## src/rtl/fmul_issue_ctrl.sv

```systemverilog
`default_nettype none
// ============================================================================
// fmul_issue_ctrl : round-robin issue control for a shared LAT-stage FP multiplier
// Revision: 1.0
// ============================================================================
module fmul_issue_ctrl #(
  parameter int NUM_REQ = 4,
  parameter int ID_W    = $clog2(NUM_REQ),
  parameter int LAT     = 3,
  parameter int CNT_W   = $clog2(LAT + 1)
) (
  input  logic                 clk_i,
  input  logic                 rst_i,
  input  logic [NUM_REQ-1:0]   req_valid_i,
  input  logic [3*NUM_REQ-1:0] req_rm_i,
  output logic [NUM_REQ-1:0]   req_ready_o,
  input  logic                 flush_i,
  output logic                 issue_o,
  output logic [ID_W-1:0]      op_sel_o,
  output logic [2:0]           rm_o,
  output logic [LAT-1:0]       stage_en_o,
  output logic                 res_valid_o,
  input  logic                 res_ready_i,
  output logic [ID_W-1:0]      res_id_o,
  output logic [2:0]           res_rm_o,
  output logic [CNT_W-1:0]     occ_o,
  output logic                 idle_o
);

  logic [LAT-1:0]  v_q, v_d;
  logic [ID_W-1:0] id_q [LAT];
  logic [ID_W-1:0] id_d [LAT];
  logic [2:0]      rm_q [LAT];
  logic [2:0]      rm_d [LAT];
  logic [ID_W-1:0] ptr_q, ptr_d;

  logic            any_req;
  logic            adv;
  logic            grant;
  logic [ID_W-1:0] sel;
  logic [2:0]      sel_rm;
  logic [CNT_W-1:0] occ;

  // Scan from the highest offset down so the entry closest to ptr wins.
  always_comb begin
    int idx;
    sel    = '0;
    sel_rm = 3'b000;
    idx    = 0;
    for (int off = NUM_REQ - 1; off >= 0; off--) begin
      idx = int'(ptr_q) + off;
      if (idx >= NUM_REQ) idx = idx - NUM_REQ;
      if (req_valid_i[ID_W'(idx)]) sel = ID_W'(idx);
    end
    for (int i = 0; i < NUM_REQ; i++) begin
      if (sel == ID_W'(i)) sel_rm = req_rm_i[3*i +: 3];
    end
  end

  assign any_req = |req_valid_i;
  assign adv     = ~v_q[LAT-1] | res_ready_i;
  assign grant   = adv & ~flush_i & any_req & ~rst_i;

  always_comb begin
    req_ready_o = grant ? (NUM_REQ'(1) << sel) : '0;
    issue_o     = grant;
    op_sel_o    = grant ? sel : '0;
    rm_o        = grant ? sel_rm : 3'b000;
  end

  always_comb begin
    ptr_d = ptr_q;
    v_d   = v_q;
    for (int k = 0; k < LAT; k++) begin
      id_d[k] = id_q[k];
      rm_d[k] = rm_q[k];
    end
    if (grant) ptr_d = (sel == ID_W'(NUM_REQ - 1)) ? '0 : sel + ID_W'(1);
    if (flush_i) begin
      v_d = '0;
    end else if (adv) begin
      v_d[0]  = grant;
      id_d[0] = sel;
      rm_d[0] = rm_o;
      for (int k = 1; k < LAT; k++) begin
        v_d[k]  = v_q[k-1];
        id_d[k] = id_q[k-1];
        rm_d[k] = rm_q[k-1];
      end
    end
  end

  always_ff @(posedge clk_i) begin
    if (rst_i) begin
      v_q   <= '0;
      ptr_q <= '0;
      for (int k = 0; k < LAT; k++) begin
        id_q[k] <= '0;
        rm_q[k] <= 3'b000;
      end
    end else begin
      v_q   <= v_d;
      ptr_q <= ptr_d;
      for (int k = 0; k < LAT; k++) begin
        id_q[k] <= id_d[k];
        rm_q[k] <= rm_d[k];
      end
    end
  end

  always_comb begin
    stage_en_o    = '0;
    stage_en_o[0] = adv & grant;
    for (int k = 1; k < LAT; k++) begin
      stage_en_o[k] = adv & v_q[k-1] & ~flush_i & ~rst_i;
    end
  end

  always_comb begin
    occ = '0;
    for (int k = 0; k < LAT; k++) occ = occ + CNT_W'(v_q[k]);
  end

  // Outputs are forced low while reset is held, before the flops have cleared.
  assign res_valid_o = v_q[LAT-1] & ~rst_i;
  assign res_id_o    = rst_i ? '0 : id_q[LAT-1];
  assign res_rm_o    = rst_i ? 3'b000 : rm_q[LAT-1];
  assign occ_o       = rst_i ? '0 : occ;
  assign idle_o      = ~any_req & (rst_i | (occ == '0));

endmodule
`default_nettype wire

```

## config.mk

```make
export PLATFORM = sky130hd
export DESIGN_NAME = fmul_issue_ctrl
export DESIGN_NICKNAME = d
export VERILOG_FILES = /design/src/rtl/fmul_issue_ctrl.sv
export SDC_FILE = /design/constraint.sdc
export NUM_CORES = 1
export LEC_CHECK = 0
export CAP_MARGIN = 20
export CORE_ASPECT_RATIO = 0.6
export CORE_MARGIN = 5
export CORE_UTILIZATION = 45
export DETAILED_ROUTE_END_ITERATION = 8
export HOLD_SLACK_MARGIN = 0.05
export PLACE_DENSITY = 0.82
export SETUP_SLACK_MARGIN = 0.4
export SYNTH_ARGS = -nofsm -noshare
export SYNTH_HDL_FRONTEND = slang
export SYNTH_SLANG_ARGS = --single-unit
```

## constraint.sdc

```tcl
create_clock -name clk_i -period 3.6 [get_ports clk_i]
set_clock_uncertainty 0.15 [all_clocks]
set_input_delay 0.54 -clock clk_i [delete_from_list [all_inputs] [get_ports clk_i]]
set_output_delay 0.54 -clock clk_i [all_outputs]
set_load 0.02 [all_outputs]
```

==> impl_metrics.json, run 1 <==
{
  "status": "complete, no violations",
  "grt_pass1_wl_um": 5530,
  "clkLatencyLatePin_ns": 0.27,
  "holdBufCountCts": 0,
  "drt-initial-drc-count": 42,
  "vias": 1183,
  "start_util_pct": 49.1,
  "grt_max_degree": 20,
  "first_pass_iters": 4,
  "grt_pass1_vias": 1191,
  "max_stage_delay_ns": 0.39,
  "p_comb_share_pct": 31.4,
  "grt_overflow": 0,
  "avgViaCountPerCell": 5.48,
  "area_growth_syn_to_layout_pct": 59.8,
  "worstRegToRegCells": 10,
  "h-tree-depth": 1,
  "p_int_uw": 504,
  "ys_ff_latch": 20,
  "period_share_pct": 87.8,
  "pwr_density_cell_nw_per_um2": 395,
  "fmax_mhz": 316,
  "grtUsageTotal_pct": 19.6,
  "grt_antenna_before_repair": 0,
  "cts_root_buf": "clkbuf_8",
  "final-hold-violation-count": 0,
  "cpLargestDelayFamily": "compound AO/OA/AOI/OAI gates",
  "synth-compound-area-share_pct": 18.9,
  "drv_slew": 0,
  "cts_tree": "yes",
  "synth-xor-area-share_pct": 0,
  "antenna_left": 0,
  "path_buf_inv": 2,
  "place_congestion": 0.745,
  "num-fill-cells": 158,
  "clk_pin_slew_worst_paths_ns": 0.08,
  "path_cells": "dlygate4sd2_1 > and2b_1 > nor3b_2 > o22ai_2 > ha_2 > nor2b_2 > a22o_1 > o311a_1 > buf_6",
  "drt_wl_total_um": 3280,
  "vdd_drop_max_mv": 0.242,
  "dpl_cell_area_um2": 1620,
  "hold-path-cell-count": 2,
  "switching_share_pct": 27.9,
  "synthMuxAreaShare_pct": 1.35,
  "nets": 211,
  "p_seq_share_pct": 36.3,
  "fin_crit_ns": 3.16,
  "ios": 42,
  "min_from": "id_q[0][3]$_SDFFE_PP0P_",
  "num_rows": 13,
  "die-area_um2": 3590,
  "clock-sinks": 20,
  "die_w_um": 74.1,
  "synth_top_family_by_area": "simple AND/OR/NAND/NOR gates",
  "die_h_um": 48.5,
  "drc": 0,
  "fin_util_pct": 78.4,
  "hpwl_um": 2290,
  "numCtsBuffers": 3,
  "wl_per_cell_um": 15.2,
  "multiInputGateArea_um2": 737,
  "clk_path_buf_depth": 2,
  "ys_seq_area_share_pct": 36.1,
  "cellLeakagePower_uw": 0.000793,
  "rsz0062_at_grt": "yes",
  "core_area_um2": 2260,
  "crit_required_ns": 2.91,
  "synth_cells": 130,
  "synth_adder_area_share_pct": 6.31,
  "worst-path-stages": 9,
  "synth_fp_nets": 155,
  "path_class": "in -> out",
  "timing.slew.headroom_pct": 70.1,
  "final_area_um2": 1770,
  "syn_avg_cell_area_um2": 8.54,
  "cap_violations": 0,
  "synth.distinct_cells": 32,
  "hp-class": "reg -> reg",
  "drive_gt1_share_pct": 21.6,
  "clock_power_share_pct": 32.3,
  "critPathLaunchType": "primary input",
  "synthSimpleGateAreaFrac_pct": 33.7,
  "p_total_uw": 700,
  "rr_startpoint": "ptr_q[1]$_SDFFE_PP0P_",
  "seq_area_um2": 400,
  "crit_arrival_ns": 2.47,
  "setup_viol": 0,
  "critPathCaptureType": "output port",
  "critical_path.startpoint": "req_valid_i[0]",
  "worstPathMaxFanout": 4,
  "numPortBuffers": 41,
  "syn-cell-area_um2": 1110,
  "p_sw_uw": 196,
  "tightest_slew_ns": 0.448,
  "ys_warn_count": 0,
  "critPathSlowestCell": "o311a_1"
}
-- flip-flops by register name, indices dropped and copies added, names as in the netlist --
name / flops
rm_q: 9
id_q: 6
v_q: 3
ptr_q: 2
-- power groups by stage --
stage                     Combinational [uW]  Sequential (uW)  Clock (uW)
final                                    220              254         226
after global routing                     241              255         234
after CTS                                214              253         228
after detailed placement                 192              255           0
after global placement                   186              254           0
after floorplan                          104              252           0
-- worst register-to-register path, stage by stage, from the launching register on --
cell	delay, ns
dfxtp_1	0.48
nand2_1	0.14
a211oi_2	0.23
o21bai_4	0.18
ha_4	0.20
nor2b_2	0.05
a22o_1	0.19
o311a_1	0.39
buf_4	0.15
buf_4	0.12
a21o_1	0.14
-- layer usage --
layer	routed length, um	part of all wire, %	global-route usage [%]	vias up
met5	0	0	0	-
met4	62	1.9	6.93	0
met3	273	8.3	6.58	9
met2	1610	49	31.3	60
met1	1340	41	24.4	559
li1	-	-	-	555
-- cell type report --
type | instances | area share (%)
diodes | 1 | 0.141
clock buffers | 3 | 2.33
clock inverters | 1 | 1.69
inverters | 2 | 0.423
multi-input cells | 102 | 41.6
flip-flops and latches | 20 | 22.6
well taps | 30 | 2.12
repair buffers | 57 | 29.1
-- logic make-up (layout without fill, tap and decap cells) --
| group | Yosys count | after routing |
|---|---|---|
| buf+inv | 8 | 63 |
| flops | 20 | 20 |
| other cells | 0 | 1 |
| compound gates | 30 | 30 |
| simple gates | 66 | 66 |
| mux | 1 | 1 |
| fa+ha+maj | 5 | 5 |
-- cell usage after synthesis --
cell type | instances | area share, %
a22o_1 | 2 | 1.6
a211oi_1 | 2 | 1.4
o21bai_1 | 1 | 0.68
nand2b_1 | 3 | 1.7
mux2_4 | 1 | 1.4
a21o_1 | 3 | 2.0
nor3b_2 | 1 | 1.1
and2_1 | 4 | 2.3
buf_6 | 1 | 1.0
nand2_1 | 20 | 6.8
nor3_4 | 1 | 1.5
nor2b_1 | 15 | 8.5
o311a_2 | 2 | 2.0
nor3b_1 | 1 | 0.68
o22a_1 | 5 | 3.9
fa_1 | 1 | 1.8
ha_1 | 4 | 4.5
o22ai_1 | 1 | 0.56
a21oi_1 | 6 | 2.7
nor2_1 | 10 | 3.4
o21ai_0 | 7 | 3.2
and2b_1 | 3 | 2.0
or2_0 | 1 | 0.56
nor4_4 | 1 | 1.9
inv_1 | 2 | 0.68
nor3_1 | 2 | 0.90
buf_2 | 2 | 0.90
clkbuf_1 | 3 | 1.0
dfxtp_1 | 20 | 36
and3_1 | 2 | 1.1
nand3b_1 | 2 | 1.4
o311a_1 | 1 | 0.90
-- path summary, 6_finish.rpt --
check | slack (ns) | to
max | 0.44 | rm_o[2]
min | 0.31 | id_q[0][3]$_SDFFE_PP0P_
max reg2reg | 1.11 | rm_q[0][2]$_SDFFE_PP0P_
min reg2reg | 0.31 | id_q[0][3]$_SDFFE_PP0P_
-- cell usage in the layout (no fill, tap or decap), types with 2 or more instances in the layout --
cell,Yosys,final
clkbuf_8,0,3
and2b_1,3,3
ha_4,0,2
o21ai_0,7,6
buf_2,2,2
and2_1,4,4
nor2b_1,15,13
dlygate4sd2_1,0,6
a21oi_1,6,6
a21o_1,3,3
clkdlybuf4s50_1,0,31
nor2_1,10,10
nand3b_1,2,2
dfxtp_1,20,20
o22a_1,5,5
and3_1,2,2
nand2b_1,3,3
ha_2,0,2
a22o_1,2,2
o311a_2,2,2
nand2_1,20,20
buf_4,0,16
-- stage by stage --
| stage | hold slack [ns] | setup WS, ns | cells | TNS (ns) |
|---|---|---|---|---|
| after floorplan | 0.276 | 0.882 | 130 | 0 |
| after global placement | 0.288 | -0.162 | 208 | -0.432 |
| after detailed placement | 0.297 | -0.267 | 208 | -0.756 |
| after CTS | 0.315 | 0.451 | 214 | 0 |
| after global routing | 0.339 | 0.395 | 215 | 0 |
| final | 0.314 | 0.438 | 216 | 0 |
-- timing repair --
| action | 4_1_cts | 5_1_grt |
|---|---|---|
| resized for setup | 34 | 3 |
| setup buffers | 2 | 1 |
| endpoints found under the setup margin | 8 | 2 |
| pin swaps | 7 | 2 |
Power figures use the tool's default switching activity.
==> run 2, diff against run 1 <==
CTS_CLUSTER_DIAMETER = 60   (was default)
==> results of run 2 <==
No change in the layout: final DEF, timing and power equal those of run 1.
